<file path="src/rtl/vga_sched_if.sv">
`default_nettype none
// +--------------------------------------------------------------------------+
// | vga_sched_if : command, modeline, control and pixel bundle of vga_sched  |
// | Revision 1.0                                                             |
// +--------------------------------------------------------------------------+
interface vga_sched_if #(
  parameter int FRM_W = 32
);
  logic             cmd_valid;
  logic             cmd_ready;
  logic [1:0]       cmd_op;
  logic [15:0]      m_H, m_V;
  logic [7:0]       m_HFP, m_HS, m_HBP, m_VFP, m_VS, m_VBP, m_interlaced;
  logic [15:0]      H, V;
  logic [7:0]       HFP, HS, HBP, VFP, VS, VBP, interlaced;
  logic             vga_reset, vga_frame_reset, vga_soft_reset, vga_wait_vblank, vram_reset;
  logic             vram_active;
  logic             vblank, vram_ready, vram_synced;
  logic             px_valid, px_ready;
  logic [23:0]      px_rgb;
  logic             vram_req;
  logic [7:0]       r_vram_in, g_vram_in, b_vram_in;
  logic             frame_done;
  logic [FRM_W-1:0] frames_done;
  logic [15:0]      sync_err;

  modport slave (
    input  cmd_valid, cmd_op, m_H, m_V, m_HFP, m_HS, m_HBP, m_VFP, m_VS, m_VBP, m_interlaced,
    input  vblank, vram_ready, vram_synced, px_valid, px_rgb,
    output cmd_ready, H, V, HFP, HS, HBP, VFP, VS, VBP, interlaced,
    output vga_reset, vga_frame_reset, vga_soft_reset, vga_wait_vblank, vram_reset, vram_active,
    output px_ready, vram_req, r_vram_in, g_vram_in, b_vram_in, frame_done, frames_done, sync_err
  );

  modport master (
    output cmd_valid, cmd_op, m_H, m_V, m_HFP, m_HS, m_HBP, m_VFP, m_VS, m_VBP, m_interlaced,
    output vblank, vram_ready, vram_synced, px_valid, px_rgb,
    input  cmd_ready, H, V, HFP, HS, HBP, VFP, VS, VBP, interlaced,
    input  vga_reset, vga_frame_reset, vga_soft_reset, vga_wait_vblank, vram_reset, vram_active,
    input  px_ready, vram_req, r_vram_in, g_vram_in, b_vram_in, frame_done, frames_done, sync_err
  );
endinterface
`default_nettype wire

</file>
<file path="src/rtl/vga_sched.sv">
`default_nettype none
// +--------------------------------------------------------------------------+
// | vga_sched : modeline/blit sequencer and pixel forwarder for the vga core |
// | Revision 1.0                                                             |
// +--------------------------------------------------------------------------+
module vga_sched #(
  parameter int PX_W  = 24,
  parameter int FRM_W = 32
) (
  input  wire logic  clk_sys,
  input  wire logic  reset,
  vga_sched_if.slave bus
);

  typedef enum logic [2:0] {
    S_IDLE       = 3'd0,
    S_MODE_WAIT  = 3'd1,
    S_MODE_APPLY = 3'd2,
    S_VRAM_CLR   = 3'd3,
    S_STREAM     = 3'd4
  } state_t;

  typedef struct packed {
    logic [15:0] h;
    logic [15:0] v;
    logic [7:0]  hfp, hs, hbp, vfp, vs, vbp, il;
  } modeline_t;

  localparam logic [1:0] C_OP_SET_MODE = 2'd1;
  localparam logic [1:0] C_OP_BLIT     = 2'd2;
  localparam logic [1:0] C_OP_BLANK    = 2'd3;

  state_t           state_q, state_d;
  modeline_t        shadow_q, shadow_d, mode_q, mode_d;
  logic [PX_W-1:0]  frame_size_q, frame_size_d, px_cnt_q, px_cnt_d;
  logic [23:0]      rgb_q, rgb_d;
  logic [FRM_W-1:0] frames_q, frames_d;
  logic [15:0]      sync_err_q, sync_err_d;
  logic             vblank_q, synced_q;
  logic             blank_pend_q, blank_pend_d;
  logic             vram_active_q, vram_active_d;
  logic             vga_reset_q, vga_reset_d, vram_reset_q, vram_reset_d;
  logic             frame_reset_q, frame_reset_d;

  logic             cmd_ready, cmd_acc, vb_edge, sync_fall, px_ready, px_acc, frame_last, enter_clr;
  logic [31:0]      area;
  modeline_t        req_mode;

  assign req_mode = '{h: bus.m_H, v: bus.m_V, hfp: bus.m_HFP, hs: bus.m_HS, hbp: bus.m_HBP,
                      vfp: bus.m_VFP, vs: bus.m_VS, vbp: bus.m_VBP, il: bus.m_interlaced};

  always_comb begin
    state_d       = state_q;
    shadow_d      = shadow_q;
    mode_d        = mode_q;
    frame_size_d  = frame_size_q;
    px_cnt_d      = px_cnt_q;
    rgb_d         = rgb_q;
    frames_d      = frames_q;
    sync_err_d    = sync_err_q;
    blank_pend_d  = blank_pend_q;
    vram_active_d = vram_active_q;
    vga_reset_d   = 1'b0;
    vram_reset_d  = 1'b0;
    frame_reset_d = 1'b0;
    enter_clr     = 1'b0;
    area          = 32'(shadow_q.h) * 32'(shadow_q.v);

    cmd_ready  = (state_q == S_IDLE) || (state_q == S_STREAM);
    cmd_acc    = bus.cmd_valid && cmd_ready;
    vb_edge    = bus.vblank && !vblank_q;
    sync_fall  = (state_q == S_STREAM) && synced_q && !bus.vram_synced;
    // A SET_MODE on the bus stalls pixels immediately so no beat lands in the old frame size.
    px_ready   = (state_q == S_STREAM) && bus.vram_ready && !blank_pend_q &&
                 (frame_size_q != '0) && !(bus.cmd_valid && (bus.cmd_op == C_OP_SET_MODE));
    px_acc     = bus.px_valid && px_ready;
    frame_last = px_acc && ((px_cnt_q + PX_W'(1)) == frame_size_q);

    if (px_acc) begin
      rgb_d = bus.px_rgb;
      if (frame_last) begin
        px_cnt_d = '0;
        frames_d = frames_q + FRM_W'(1);
      end else begin
        px_cnt_d = px_cnt_q + PX_W'(1);
      end
    end

    if (sync_fall && (sync_err_q != 16'hFFFF)) begin
      sync_err_d = sync_err_q + 16'd1;
    end

    case (state_q)
      S_IDLE: begin
        if (cmd_acc && (bus.cmd_op == C_OP_SET_MODE)) begin
          shadow_d = req_mode;
          state_d  = S_MODE_WAIT;
        end else if (cmd_acc && (bus.cmd_op == C_OP_BLIT)) begin
          enter_clr = 1'b1;
        end
      end
      S_MODE_WAIT: begin
        if (vb_edge) begin
          state_d       = S_MODE_APPLY;
          mode_d        = shadow_q;
          frame_size_d  = PX_W'(area >> (shadow_q.il != 8'd0));
          vga_reset_d   = 1'b1;
          vram_reset_d  = 1'b1;
          vram_active_d = 1'b0;
        end
      end
      S_MODE_APPLY: state_d = S_IDLE;
      S_VRAM_CLR:   state_d = S_STREAM;
      S_STREAM: begin
        if (cmd_acc && (bus.cmd_op == C_OP_SET_MODE)) begin
          shadow_d     = req_mode;
          blank_pend_d = 1'b0;
          state_d      = S_MODE_WAIT;
        end else if (cmd_acc && (bus.cmd_op == C_OP_BLIT)) begin
          blank_pend_d = 1'b0;
          enter_clr    = 1'b1;
        end else if (cmd_acc && (bus.cmd_op == C_OP_BLANK)) begin
          blank_pend_d = 1'b1;
        end else if (blank_pend_q && vb_edge) begin
          blank_pend_d  = 1'b0;
          vram_active_d = 1'b0;
          state_d       = S_IDLE;
        end
      end
      default: state_d = S_IDLE;
    endcase

    if (enter_clr) begin
      state_d       = S_VRAM_CLR;
      px_cnt_d      = '0;
      vram_reset_d  = 1'b1;
      frame_reset_d = 1'b1;
      vram_active_d = 1'b1;
    end
  end

  always_ff @(posedge clk_sys or posedge reset) begin
    if (reset) begin
      state_q       <= S_IDLE;
      shadow_q      <= '0;
      mode_q        <= '0;
      frame_size_q  <= '0;
      px_cnt_q      <= '0;
      rgb_q         <= '0;
      frames_q      <= '0;
      sync_err_q    <= '0;
      vblank_q      <= 1'b0;
      synced_q      <= 1'b0;
      blank_pend_q  <= 1'b0;
      vram_active_q <= 1'b0;
      vga_reset_q   <= 1'b0;
      vram_reset_q  <= 1'b0;
      frame_reset_q <= 1'b0;
    end else begin
      state_q       <= state_d;
      shadow_q      <= shadow_d;
      mode_q        <= mode_d;
      frame_size_q  <= frame_size_d;
      px_cnt_q      <= px_cnt_d;
      rgb_q         <= rgb_d;
      frames_q      <= frames_d;
      sync_err_q    <= sync_err_d;
      vblank_q      <= bus.vblank;
      synced_q      <= bus.vram_synced;
      blank_pend_q  <= blank_pend_d;
      vram_active_q <= vram_active_d;
      vga_reset_q   <= vga_reset_d;
      vram_reset_q  <= vram_reset_d;
      frame_reset_q <= frame_reset_d;
    end
  end

  assign bus.cmd_ready       = cmd_ready;
  assign bus.H               = mode_q.h;
  assign bus.V               = mode_q.v;
  assign bus.HFP             = mode_q.hfp;
  assign bus.HS              = mode_q.hs;
  assign bus.HBP             = mode_q.hbp;
  assign bus.VFP             = mode_q.vfp;
  assign bus.VS              = mode_q.vs;
  assign bus.VBP             = mode_q.vbp;
  assign bus.interlaced      = mode_q.il;
  assign bus.vga_reset       = vga_reset_q;
  assign bus.vram_reset      = vram_reset_q;
  assign bus.vga_frame_reset = frame_reset_q;
  assign bus.vga_soft_reset  = 1'b0;
  assign bus.vga_wait_vblank = sync_fall;
  assign bus.vram_active     = vram_active_q;
  assign bus.px_ready        = px_ready;
  assign bus.vram_req        = px_acc;
  assign bus.r_vram_in       = rgb_q[23:16];
  assign bus.g_vram_in       = rgb_q[15:8];
  assign bus.b_vram_in       = rgb_q[7:0];
  assign bus.frame_done      = frame_last;
  assign bus.frames_done     = frames_q;
  assign bus.sync_err        = sync_err_q;

endmodule
`default_nettype wire

</file>
<file path="src/flat_wrapper.sv">
// flat-port wrapper written by rule: the top's interface ports become plain ports
module vga_sched_flat 
#(
  parameter int PX_W  = 24,
  parameter int FRM_W = 32
)
  (clk_sys, reset, bus_cmd_valid, bus_cmd_op, bus_m_H, bus_m_V, bus_m_HFP, bus_m_HS, bus_m_HBP, bus_m_VFP, bus_m_VS, bus_m_VBP, bus_m_interlaced, bus_vblank, bus_vram_ready, bus_vram_synced, bus_px_valid, bus_px_rgb, bus_cmd_ready, bus_H, bus_V, bus_HFP, bus_HS, bus_HBP, bus_VFP, bus_VS, bus_VBP, bus_interlaced, bus_vga_reset, bus_vga_frame_reset, bus_vga_soft_reset, bus_vga_wait_vblank, bus_vram_reset, bus_vram_active, bus_px_ready, bus_vram_req, bus_r_vram_in, bus_g_vram_in, bus_b_vram_in, bus_frame_done, bus_frames_done, bus_sync_err);
  vga_sched_if #(.FRM_W(FRM_W)) bus_i ();
  input  wire logic clk_sys;
  input  wire logic reset;
  input wire logic [$bits(bus_i.cmd_valid)-1:0] bus_cmd_valid;
  input wire logic [$bits(bus_i.cmd_op)-1:0] bus_cmd_op;
  input wire logic [$bits(bus_i.m_H)-1:0] bus_m_H;
  input wire logic [$bits(bus_i.m_V)-1:0] bus_m_V;
  input wire logic [$bits(bus_i.m_HFP)-1:0] bus_m_HFP;
  input wire logic [$bits(bus_i.m_HS)-1:0] bus_m_HS;
  input wire logic [$bits(bus_i.m_HBP)-1:0] bus_m_HBP;
  input wire logic [$bits(bus_i.m_VFP)-1:0] bus_m_VFP;
  input wire logic [$bits(bus_i.m_VS)-1:0] bus_m_VS;
  input wire logic [$bits(bus_i.m_VBP)-1:0] bus_m_VBP;
  input wire logic [$bits(bus_i.m_interlaced)-1:0] bus_m_interlaced;
  input wire logic [$bits(bus_i.vblank)-1:0] bus_vblank;
  input wire logic [$bits(bus_i.vram_ready)-1:0] bus_vram_ready;
  input wire logic [$bits(bus_i.vram_synced)-1:0] bus_vram_synced;
  input wire logic [$bits(bus_i.px_valid)-1:0] bus_px_valid;
  input wire logic [$bits(bus_i.px_rgb)-1:0] bus_px_rgb;
  output wire logic [$bits(bus_i.cmd_ready)-1:0] bus_cmd_ready;
  output wire logic [$bits(bus_i.H)-1:0] bus_H;
  output wire logic [$bits(bus_i.V)-1:0] bus_V;
  output wire logic [$bits(bus_i.HFP)-1:0] bus_HFP;
  output wire logic [$bits(bus_i.HS)-1:0] bus_HS;
  output wire logic [$bits(bus_i.HBP)-1:0] bus_HBP;
  output wire logic [$bits(bus_i.VFP)-1:0] bus_VFP;
  output wire logic [$bits(bus_i.VS)-1:0] bus_VS;
  output wire logic [$bits(bus_i.VBP)-1:0] bus_VBP;
  output wire logic [$bits(bus_i.interlaced)-1:0] bus_interlaced;
  output wire logic [$bits(bus_i.vga_reset)-1:0] bus_vga_reset;
  output wire logic [$bits(bus_i.vga_frame_reset)-1:0] bus_vga_frame_reset;
  output wire logic [$bits(bus_i.vga_soft_reset)-1:0] bus_vga_soft_reset;
  output wire logic [$bits(bus_i.vga_wait_vblank)-1:0] bus_vga_wait_vblank;
  output wire logic [$bits(bus_i.vram_reset)-1:0] bus_vram_reset;
  output wire logic [$bits(bus_i.vram_active)-1:0] bus_vram_active;
  output wire logic [$bits(bus_i.px_ready)-1:0] bus_px_ready;
  output wire logic [$bits(bus_i.vram_req)-1:0] bus_vram_req;
  output wire logic [$bits(bus_i.r_vram_in)-1:0] bus_r_vram_in;
  output wire logic [$bits(bus_i.g_vram_in)-1:0] bus_g_vram_in;
  output wire logic [$bits(bus_i.b_vram_in)-1:0] bus_b_vram_in;
  output wire logic [$bits(bus_i.frame_done)-1:0] bus_frame_done;
  output wire logic [$bits(bus_i.frames_done)-1:0] bus_frames_done;
  output wire logic [$bits(bus_i.sync_err)-1:0] bus_sync_err;
  assign bus_i.cmd_valid = bus_cmd_valid;
  assign bus_i.cmd_op = bus_cmd_op;
  assign bus_i.m_H = bus_m_H;
  assign bus_i.m_V = bus_m_V;
  assign bus_i.m_HFP = bus_m_HFP;
  assign bus_i.m_HS = bus_m_HS;
  assign bus_i.m_HBP = bus_m_HBP;
  assign bus_i.m_VFP = bus_m_VFP;
  assign bus_i.m_VS = bus_m_VS;
  assign bus_i.m_VBP = bus_m_VBP;
  assign bus_i.m_interlaced = bus_m_interlaced;
  assign bus_i.vblank = bus_vblank;
  assign bus_i.vram_ready = bus_vram_ready;
  assign bus_i.vram_synced = bus_vram_synced;
  assign bus_i.px_valid = bus_px_valid;
  assign bus_i.px_rgb = bus_px_rgb;
  assign bus_cmd_ready = bus_i.cmd_ready;
  assign bus_H = bus_i.H;
  assign bus_V = bus_i.V;
  assign bus_HFP = bus_i.HFP;
  assign bus_HS = bus_i.HS;
  assign bus_HBP = bus_i.HBP;
  assign bus_VFP = bus_i.VFP;
  assign bus_VS = bus_i.VS;
  assign bus_VBP = bus_i.VBP;
  assign bus_interlaced = bus_i.interlaced;
  assign bus_vga_reset = bus_i.vga_reset;
  assign bus_vga_frame_reset = bus_i.vga_frame_reset;
  assign bus_vga_soft_reset = bus_i.vga_soft_reset;
  assign bus_vga_wait_vblank = bus_i.vga_wait_vblank;
  assign bus_vram_reset = bus_i.vram_reset;
  assign bus_vram_active = bus_i.vram_active;
  assign bus_px_ready = bus_i.px_ready;
  assign bus_vram_req = bus_i.vram_req;
  assign bus_r_vram_in = bus_i.r_vram_in;
  assign bus_g_vram_in = bus_i.g_vram_in;
  assign bus_b_vram_in = bus_i.b_vram_in;
  assign bus_frame_done = bus_i.frame_done;
  assign bus_frames_done = bus_i.frames_done;
  assign bus_sync_err = bus_i.sync_err;
  vga_sched #(.PX_W(PX_W), .FRM_W(FRM_W)) u_core (.clk_sys(clk_sys), .reset(reset), .bus(bus_i));
endmodule
</file>
<file path="config.mk">
export PLATFORM = sky130hd
export DESIGN_NAME = vga_sched_flat
export DESIGN_NICKNAME = d
export VERILOG_FILES = /design/src/rtl/vga_sched_if.sv /design/src/rtl/vga_sched.sv /design/src/flat_wrapper.sv
export SDC_FILE = /design/constraint.sdc
export NUM_CORES = 1
export LEC_CHECK = 0
export BUFFER_PORTS_ARGS = -buffer_cell sky130_fd_sc_hd__buf_2
export CORE_MARGIN = 2
export CORE_UTILIZATION = 26
export DETAILED_ROUTE_END_ITERATION = 8
export SLEW_MARGIN = 20
export SYNTH_ARGS = -nofsm -noshare
export SYNTH_HDL_FRONTEND = slang
export SYNTH_SLANG_ARGS = --single-unit
</file>
<file path="constraint.sdc">
create_clock -name clk_sys -period 30.6 [get_ports clk_sys]
set_input_delay 6.12 -clock clk_sys [delete_from_list [all_inputs] [get_ports clk_sys]]
set_output_delay 6.12 -clock clk_sys [all_outputs]
set_load 0.005 [all_outputs]
</file>
==> metrics.txt, run 1 <==
R2R Path End u_core.frame_size_q[23]; antenna-violating nets left 0; Die W 289 um; largest net degree at the start of global routing 118; synth warn 0; post-synthesis average cell area between 9 and 10 um^2; RSZ-0062 raised after global routing no; GRT overflow 0; met3 wire length ~3700 um; Tcrit/Tclk final a little under half; die area approximately 83,000 um^2; clk sinks about 310; vias about 15,000; Critical R2R Launch u_core.shadow_q[78]; Post-CTS Setup Bufs 0; Layout area overhead 16.5%; GPL Wtd Cong between 0.8 and 0.9; outcome finished, final reports clean; Hold EP u_core.bus.VFP[3]; Root Driver clkbuf_16; WP data required 24.48 ns; I/O pins a little under 300; Arrival @ worst endpoint between 7 and 8 ns; CTS Buffer Depth 3; fin nets about 2,800; number of synthesized register bits about 300; critical path, cell by cell buf_2, nand3b_1, o2111a_1, nand4_1, or4_1, nor2_1, nand4_1, nor3b_1, buf_2; Die Y slightly below 300 um; worst slack at placement between 15 and 20 ns; Total Routing Usage GR 12.5%; Async S/R FF share, synth 100%; setup_tns 0 ns; Worst-Margin Slew between 0.9 and 1 ns; met1 wire length 24,300 um; ratio of cells with drive above 1 in the final layout about 20%; Initial Utilization about a quarter; Post-Syn Nets about 2,600; Worst Skew approximately 0.045 ns; WL met2 approximately 23,000 um; worst hold-check path type reg2reg; worst hold path startpoint u_core.shadow_q[27]; Largest delay share family, worst path simple AND/OR/NAND/NOR gates; crit-path max cell delay 0.40 ns; clk slew on worst S/H paths about 0.060 ns; WL/cell around 15 um; vias in the first global route 15,400; post-route setup slack between 15 and 20 ns; Synth Cell Area approximately 21,000 um^2; Core Rows about 100; first-pass GRT wire length roughly 85,000 um; crit start category input pin; R2R depth 20; hold depth 2; CTS tree built; top sig layer met5; Port-buffer cells 289; Main synth FF type dfrtp_1; slack of the worst reg-to-reg path about 24 ns; # resized after CTS 0; Final Hold Vio Count 0; Post-synth EDFFs 0; Max-cap violations 0; top cell type's share of synthesized area 36.3%; worst-path fanout max 4; synth unique cells 76; WL final between 50,000 and 60,000 um; Core Area 80,400 um^2; drt pass-1 iters 4; drt initial violations 809; worst skew pair latency about 0.57 ns; Fin Hold WS ~0.46 ns; Final min period approximately 14 ns; total CTS buffers 34; Crit. End Element output pin; Detailed Place HPWL 37,100 um; Vias per Instance between 4 and 5; detailed-route DRC error count 0; Peak Freq 71.3 MHz; cell taking the most area after synthesis dfrtp_1; initial antenna violation count 7; hold buffers post-CTS 0; final setup vio count 0; CTS H-tree depth 2; sequential share of the synthesized area between 30% and 40%; post-layout util 30.5%; dominant cells by area after synthesis dfrtp_1 (36%), fa_1 (17%), nand2_1 (9.8%); synthesized instance count around 2,200; Max-slew headroom 36.5%; Worst Path Class, Setup in2out; CP max-delay cell or4_1; Max Slew Vio Count 0; Buf/Inv on CP 2
Yosys cell counts (18+ instances only):
cell	instances
ha_1	75
nor4_1	20
nor2_1	57
mux2i_1	19
nand4_1	21
xnor2_1	66
o21ai_0	37
nand3_1	38
xor2_1	62
nand2_1	551
fa_1	175
mux2_2	89
and2_1	126
dfrtp_1	306
a21oi_1	27
clkbuf_1	87
inv_1	235
nor3_1	18
routing by layer:
layer	vias to the layer above	GRT usage, %
met5	-	0
met3	75	3.42
li1	7390	-
met2	357	19.0
met1	7439	17.6
met4	12	3.12
cells by family after synthesis:
| kind of cell | count (synthesis) | share of synthesized area [%] |
|---|---|---|
| compound gates | 127 | 3.87 |
| xor+xnor | 128 | 5.32 |
| fa+ha+maj | 250 | 21.1 |
| buf+inv | 352 | 6.83 |
| flops | 306 | 36.3 |
| mux | 108 | 5.66 |
| other cells | 1 | 0.0178 |
| simple gates | 919 | 20.9 |
worst max-delay path by stage:
| stage | from | endpoint | slack (ns) | depth (start not counted) |
|---|---|---|---|---|
| floorplan | reset | u_core.blank_pend_q | 16.02 | 1 |
| global placement | bus_cmd_op[1] | bus_frame_done | 16.57 | 9 |
| detailed placement | bus_cmd_op[0] | bus_frame_done | 16.53 | 9 |
| CTS | bus_cmd_op[0] | bus_frame_done | 16.51 | 9 |
| global route | bus_cmd_op[0] | bus_frame_done | 16.42 | 9 |
| finish | bus_cmd_op[0] | bus_frame_done | 16.57 | 9 |
stage by stage:
step	std cells	instance area (um^2)
5_1_grt	3500	24500
3_5_place_dp	3441	23500
2_1_floorplan	2191	21100
3_3_place_gp	3441	23500
4_1_cts	3499	24500
6_report	3500	24500
area by class of cell:
cell class                 instances  area [um^2]
antenna                            1         2.50
clock buffer                      49          978
clock inverter                     9         90.1
fill                            8478        55900
inverter                         235          891
multi-input combinational       1533        12000
sequential                       306         7660
tap                             1060         1330
timing repair buffer             307         1580
worst min-delay path, stage by stage, from the launching register on:
cell and delay, ns:
dfrtp_1 0.33, nand2_1 0.05, nand2_1 0.05
cells in the final DEF, fill, tap and decap left out, types with 4 or more instances in the layout:
cell type	instances
a211oi_1	7
a21o_1	10
a21oi_1	27
a31oi_1	12
and2_1	126
and3_1	15
buf_2	289
buf_4	18
clkbuf_1	9
clkbuf_16	35
clkbuf_8	5
dfrtp_1	306
fa_1	175
ha_1	75
inv_1	233
mux2_2	89
mux2i_1	19
nand2_1	550
nand2b_1	8
nand3_1	38
nand4_1	21
nor2_1	57
nor2b_1	4
nor3_1	18
nor4_1	20
nor4_2	15
o21ai_0	37
o21bai_1	4
o31ai_1	4
xnor2_1	66
xor2_1	62
sequential cells by signal, summed over array words and instances (netlist names), 16 cells and up:
register,cells
u_core.bus.V,16
u_core.bus.frames_done,32
u_core.frame_size_q,24
u_core.rgb_q,24
u_core.shadow_q,88
u_core.bus.sync_err,16
u_core.px_cnt_q,24
u_core.bus.H,16
Power of run 1 is not shown: default switching activity piles up to over one toggle a cycle in this logic, so the estimate is an artifact.
==> inputs of run 2 (changes only) <==
Clock period 30.6 ns to 11.3 ns, I/O delays scaled along.
==> run 2 against run 1 <==
  * First-iteration DRC count is 0.87% higher
  * Non-clock buffer count shrank 4
  * Sequential share of layout area is essentially flat
  * Sequential cell count stayed put
  * Register-to-register slack got worse by 19 ns
  * Critical path depth is 11 higher
  * Hold slack worse by 0.00050 ns
  * Cell count barely moved
  * Worst setup slack got worse by 12 ns
==> metrics.txt, run 2 (same netlist as run 1, synthesis figures left out) <==
number of fill cells in the layout 8,430 (was 8,478); Worst-Margin Slew 1.09 ns (was 0.952 ns); drt pass-1 iters 5 (was 4); Max-cap violations 0 (unchanged); Vias per Instance 4.40 (was 4.36); largest net degree at the start of global routing 123 (was 118); crit-path max cell delay 0.77 ns (was 0.40 ns); WP data required 11.77 ns (was 24.48 ns); Worst Path Class, Setup reg2reg (was in2out); Fin Hold WS 0.456 ns (was 0.457 ns); most common cell after layout, fill and taps aside nand2_1 (unchanged); most used cell, CP fa_1; clk sinks 306 (unchanged); RSZ-0062 raised after global routing no (unchanged); max FFs per register 88 (unchanged); worst hold-check path type reg2reg (unchanged); worst skew pair latency 0.56 ns (was 0.57 ns); CP max-delay cell dfrtp_1 (was or4_1); Final Hold Vio Count 0 (unchanged); antenna-violating nets left 0 (unchanged); final setup vio count 0 (unchanged); CTS Buffer Depth 3 (unchanged); Arrival @ worst endpoint 6.84 ns (was 7.91 ns); critical path, cell by cell nand2_1, fa_1, inv_1, fa_1, fa_1, fa_1, fa_1, inv_1, fa_1, inv_1, ha_1, o21ai_0, a21oi_1, a211oi_1, nor2_1, a221oi_1, a21oi_1, xor2_1, nand3_1, a31oi_1 (was buf_2, nand3b_1, o2111a_1, nand4_1, or4_1, nor2_1, nand4_1, nor3b_1, buf_2); ratio of cells with drive above 1 in the final layout 19.8% (was 19.9%); I/O pins 291 (unchanged); die area 83,300 um^2 (unchanged); vias 15,400 (was 15,300); Port-buffer cells 289 (unchanged); vias in the first global route 15,600 (was 15,400); fin nets 2,784 (was 2,788); Tcrit/Tclk final between 50% and 60%; Post-CTS Setup Bufs 0 (unchanged); WL/cell 14.8 um (was 14.9 um); Die Y 289 um (unchanged); CTS tree built (unchanged); setup_tns 0 ns (unchanged); crit path from u_core.shadow_q[65] (was bus_cmd_op[0]); most frequent cells in the layout nand2_1 (550), dfrtp_1 (306), buf_2 (289), inv_1 (233), fa_1 (175) (unchanged); Reg with most FFs u_core.shadow_q (unchanged); Hold EP u_core.bus.VFP[2] (was u_core.bus.VFP[3]); Crit. End Element flop (was output pin); # resized after CTS 0 (unchanged); Core Area 80,400 um^2 (unchanged); Max-slew headroom 27.1% (was 36.5%); first-pass GRT wire length 84,400 um (was 84,600 um); Initial Utilization 26.2% (unchanged); worst-path fanout max 18 (was 4); Final min period approximately 6.4 ns; R2R Path End u_core.frame_size_q[23] (unchanged); worst hold path startpoint u_core.shadow_q[26] (was u_core.shadow_q[27]); WL final 51,900 um (was 52,000 um); Layout area overhead 16.6% (was 16.5%); R2R depth 20 (unchanged); GRT overflow 0 (unchanged); Core Rows 104 (unchanged); hold buffers post-CTS 0 (unchanged); crit start category flop (was input pin); Detailed Place HPWL 37,800 um (was 37,100 um); initial antenna violation count 6 (was 7); Total Routing Usage GR 12.4% (was 12.5%); outcome finished, final reports clean (unchanged); post-route setup slack 4.93 ns (was 16.57 ns); clk slew on worst S/H paths 0.07 ns (was 0.06 ns); drt initial violations 816 (was 809); GPL Wtd Cong 0.849 (was 0.821); detailed-route DRC error count 0 (unchanged); Peak Freq approximately 160 MHz; slack of the worst reg-to-reg path 4.93 ns (was 23.90 ns); Worst Skew 0.0370 ns (was 0.0450 ns); worst slack at placement 4.90 ns (was 16.53 ns); Finished Layout Cells 3,499 (was 3,500); Critical R2R Launch u_core.shadow_q[65] (was u_core.shadow_q[78]); total CTS buffers 34 (unchanged); Max Slew Vio Count 0 (unchanged); CTS H-tree depth 2 (unchanged); hold depth 2 (unchanged); Root Driver clkbuf_16 (unchanged); Placed Cells 3,437 (was 3,441); Die W 289 um (unchanged)
-- run 2: cell count changes in the layout (fill, tap and decap cells not counted), sizes merged --
| cell | change |
|---|---|
| clkbuf | +1 |
| buf | -4 |
| diode | +1 |
| clkinv | +1 |
| bufinv | +1 |
| inv | -1 |
-- run 2: critical path: cells and delay by family, from the launching register on --
family          cells  cell delay [ns]
compound gates      6             1.29
fa+ha+maj           7             3.53
flops               1             0.77
xor+xnor            1             0.19
simple gates        3             0.35
buf+inv             3             0.14
-- run 2: worst max-delay path by stage --
stage,endpoint,slack (ns),depth (start not counted)
finish,u_core.frame_size_q[23],4.93,20
global route,u_core.frame_size_q[23],4.52,22
CTS,u_core.frame_size_q[23],4.91,21
detailed placement,u_core.frame_size_q[23],4.90,21
global placement,u_core.frame_size_q[23],5.01,21
floorplan,u_core.blank_pend_q,0.58,1
-- run 2: stage by stage --
stage                     utilization, %  instance area [um^2]
final                               30.5                 24600
after global routing                30.5                 24600
after CTS                           30.5                 24500
after detailed placement            29.1                 23400
after global placement              29.1                 23400
after floorplan                        -                 21100
-- run 2: metal layers --
| metal | vias up | share of wire (%) | GRT usage, % |
|---|---|---|---|
| met1 | 7571 | 46 | 17.2 |
| li1 | 7379 | - | - |
| met2 | 362 | 44 | 19.0 |
| met4 | 10 | 1.8 | 2.82 |
| met3 | 65 | 7.5 | 3.68 |
| met5 | - | 0.13 | 0 |
-- run 2: final cells by class --
cell class,count,area [um^2],area share (%)
multi-input combinational,1533,12000,48.9
sequential,306,7660,31.2
timing repair buffer,303,1550,6.32
tap,1060,1330,5.40
clock buffer,50,982,4.00
inverter,235,891,3.63
clock inverter,10,124,0.504
antenna,2,5.00,0.0204
Power of run 2 is left out for the same reason.
==> inputs of run 3 (changes only) <==
Settings changed: ABC_AREA set to 1.
Clock period 11.3 ns to 6 ns, I/O delays scaled along.
==> run 3 against run 2 <==
  * Cell count increased by 19%
  * Critical path type unchanged
  * Die area increased by 2.8%
  * Critical endpoint is now u_core.frame_size_q[21]
  * Maximum frequency increased by 12%
==> metrics.txt, run 3 <==
detailed-route DRC error count 0 (unchanged); largest net degree at the start of global routing 146 (was 123); most frequent cells in the layout nand2_1 (1,003), inv_1 (494), dfrtp_1 (291), buf_2 (289), fa_1 (175) (was nand2_1 (550), dfrtp_1 (306), buf_2 (289), inv_1 (233), fa_1 (175)); clk slew on worst S/H paths 0.06 ns (was 0.07 ns); Port-buffer cells 289 (unchanged); max FFs per register 88 (unchanged); Root Driver clkbuf_16 (unchanged); Tcrit/Tclk final 94.3% (was 56.3%); Arrival @ worst endpoint 6.10 ns (was 6.84 ns); Critical Path Sink u_core.frame_size_q[21] (was u_core.frame_size_q[23]); Die W 293 um (was 289 um); WP data required 6.44 ns (was 11.77 ns); vias 18,200 (was 15,400); clk sinks 306 (unchanged); Total Routing Usage GR 14.2% (was 12.4%); post-route setup slack 0.341 ns (was 4.93 ns); Vias per Instance 4.36 (was 4.40); initial antenna violation count 7 (was 6); sequential share of the synthesized area 35.3% (was 36.3%); worst skew pair latency 0.58 ns (was 0.56 ns); crit-path max cell delay 0.58 ns (was 0.77 ns); first-pass GRT wire length 99,200 um (was 84,400 um); post-synthesis average cell area 7.72 um^2 (was 9.61 um^2); I/O pins 291 (unchanged); synthesized instance count 2,809 (was 2,191); die area 85,700 um^2 (was 83,300 um^2); synth unique cells 44 (was 76); Crit. End Element flop (unchanged); most used cell, CP fa_1 (unchanged); top post-synthesis cells by count nand2_1 (1,005), inv_1 (495), dfrtp_1 (306) (was nand2_1 (551), dfrtp_1 (306), inv_1 (235)); worst hold-check path type reg2reg (unchanged); Layout area overhead 18.6% (was 16.6%); Async S/R FF share, synth 100% (unchanged); WL final 60,800 um (was 51,900 um); Reg with most FFs u_core.shadow_q (unchanged); Peak Freq 177 MHz (was 157 MHz); post-layout util 31.2% (was 30.5%); drt initial violations 1,051 (was 816); worst-path fanout max 7 (was 18); outcome finished, final reports clean (unchanged); Final Hold Vio Count 0 (unchanged); dominant cells by area after synthesis dfrtp_1 (35%), nand2_1 (17%), fa_1 (16%) (was dfrtp_1 (36%), fa_1 (17%), nand2_1 (9.8%)); critical path, cell by cell buf_4, nand2_1, fa_1, inv_1, ha_1, fa_1, fa_1, fa_1, inv_1, fa_1, inv_1, ha_1, nand2_1, nor4_2, nand4_1, nand4_1, nand3_1, nand3_1, o21ai_0 (was nand2_1, fa_1, inv_1, fa_1, fa_1, fa_1, fa_1, inv_1, fa_1, inv_1, ha_1, o21ai_0, a21oi_1, a211oi_1, nor2_1, a221oi_1, a21oi_1, xor2_1, nand3_1, a31oi_1); Core Rows 105 (was 104); Worst-Margin Slew 0.904 ns (was 1.09 ns); hold buffers post-CTS 0 (unchanged); R2R Path End u_core.frame_size_q[21] (was u_core.frame_size_q[23]); Placed Cells 4,096 (was 3,437); antenna-violating nets left 0 (unchanged); GPL Wtd Cong 0.893 (was 0.849); top cell type's share of synthesized area 35.3% (was 36.3%); Worst Skew 0.0270 ns (was 0.0370 ns); final setup vio count 0 (unchanged); Final min period 5.66 ns (was 6.37 ns); drt pass-1 iters 5 (unchanged); Post-Syn Nets 3,180 (was 2,562); Buf/Inv on CP 4 (was 3); CP Depth 19 (was 20); Main synth FF type dfrtp_1 (unchanged); Finished Layout Cells 4,167 (was 3,499); Max-slew headroom 39.7% (was 27.1%); setup_tns 0 ns (unchanged); crit start category flop (unchanged); Core Area 82,200 um^2 (was 80,400 um^2); worst slack at placement 0.114 ns (was 4.90 ns); Detailed Place HPWL 47,000 um (was 37,800 um); total CTS buffers 38 (was 34); top-count cell post-synth nand2_1 (unchanged); ratio of cells with drive above 1 in the final layout 14.8% (was 19.8%); fin nets 3,439 (was 2,784); Max-cap violations 0 (unchanged); most common cell after layout, fill and taps aside nand2_1 (unchanged); cell taking the most area after synthesis dfrtp_1 (unchanged); slack of the worst reg-to-reg path 0.34 ns (was 4.93 ns); number of synthesized register bits 306 (unchanged); crit path from u_core.shadow_q[85] (was u_core.shadow_q[65]); CP max-delay cell fa_1 (was dfrtp_1); Post-synth EDFFs 0 (unchanged); Max Slew Vio Count 0 (unchanged); CTS tree built (unchanged); GRT overflow 0 (unchanged); CTS H-tree depth 2 (unchanged); CTS Buffer Depth 3 (unchanged); vias in the first global route 18,100 (was 15,600); R2R depth 19 (was 20); Largest delay share family, worst path adder cells (unchanged); synth warn 0 (unchanged); Initial Utilization 26.4% (was 26.2%); Critical R2R Launch u_core.shadow_q[85] (was u_core.shadow_q[65]); WL/cell 14.6 um (was 14.8 um); Die Y 293 um (was 289 um); Worst Path Class, Setup reg2reg (unchanged); Synth Cell Area 21,700 um^2 (was 21,100 um^2)
[run 3: cell count changes after synthesis, sizes merged, moves of 20 or more]
| cell | before | now |
|---|---|---|
| and2 | 128 | 0 |
| clkbuf | 87 | 107 |
| inv | 235 | 500 |
| mux2 | 89 | 0 |
| nand2 | 552 | 1009 |
| nand3 | 41 | 112 |
| nand4 | 22 | 44 |
| nor2 | 59 | 125 |
| nor4 | 36 | 7 |
| o21ai | 37 | 171 |
| xnor2 | 66 | 37 |
| xor2 | 62 | 30 |
[run 3: worst reg2reg max path: cells and delay by family (launching register included)]
family	cells	cell delay [ns]
AND/OR/NAND/NOR	7	1.16
buffers and inverters	4	0.40
flip-flops	1	0.57
adder cells (fa/ha/maj)	7	3.33
AO/OA/AOI/OAI	1	0.08
[run 3: area by class of cell]
cell class                      count  area (um^2)
Tap cell                         1070         1340
Fill cell                        8860        56500
Inverter                          504         1900
Clock buffer                       52         1070
Antenna cell                        1         2.50
Timing Repair Buffer              341         1850
Sequential cell                   306         7680
Multi-Input combinational cell   1877        11700
Clock inverter                     16          161
[run 3: cells by family (layout without fill, tap and decap cells)]
family                   after synthesis  in the layout  synth area share [%]
XOR/XNOR                              68             68                  2.81
flip-flops                           306            306                  35.3
adder cells (fa/ha/maj)              250            250                  20.5
AND/OR/NAND/NOR                     1328           1328                  24.8
AO/OA/AOI/OAI                        230            230                  5.59
buffers and inverters                626            913                  11.0
other                                  1              2                0.0173
[run 3: what timing repair did]
action	4_1_cts	5_1_grt
setup endpoints to repair	0	14
resized for setup	0	28
setup buffers	0	2
[run 3: routing by layer]
layer | share of wire [%] | track usage (%)
met1 | 44 | 18.8
met2 | 47 | 23.5
met4 | 2.4 | 3.80
met5 | 0.077 | 0
met3 | 6.4 | 3.07
[run 3: through the flow]
step	cell area, um^2	hold WS [ns]
2_1_floorplan	21700	0.442
3_3_place_gp	24400	0.449
3_5_place_dp	24400	0.452
4_1_cts	25600	0.454
5_1_grt	25700	0.496
6_report	25700	0.457
[run 3: worst min-delay path by stage]
| stage | startpoint | cells past startpoint | endpoint | slack, ns |
|---|---|---|---|---|
| 5_1_grt | u_core.shadow_q[11] | 2 | u_core.shadow_q[11] | 0.50 |
| 6_report | u_core.shadow_q[9] | 2 | u_core.bus.VBP[1] | 0.46 |
| 2_1_floorplan | u_core.shadow_q[55] | 2 | u_core.bus.HFP[7] | 0.44 |
| 3_3_place_gp | u_core.shadow_q[29] | 2 | u_core.bus.VFP[5] | 0.45 |
| 3_5_place_dp | u_core.shadow_q[10] | 2 | u_core.bus.VBP[2] | 0.45 |
| 4_1_cts | u_core.shadow_q[9] | 2 | u_core.bus.VBP[1] | 0.45 |
Power of run 3 is left out for the same reason.
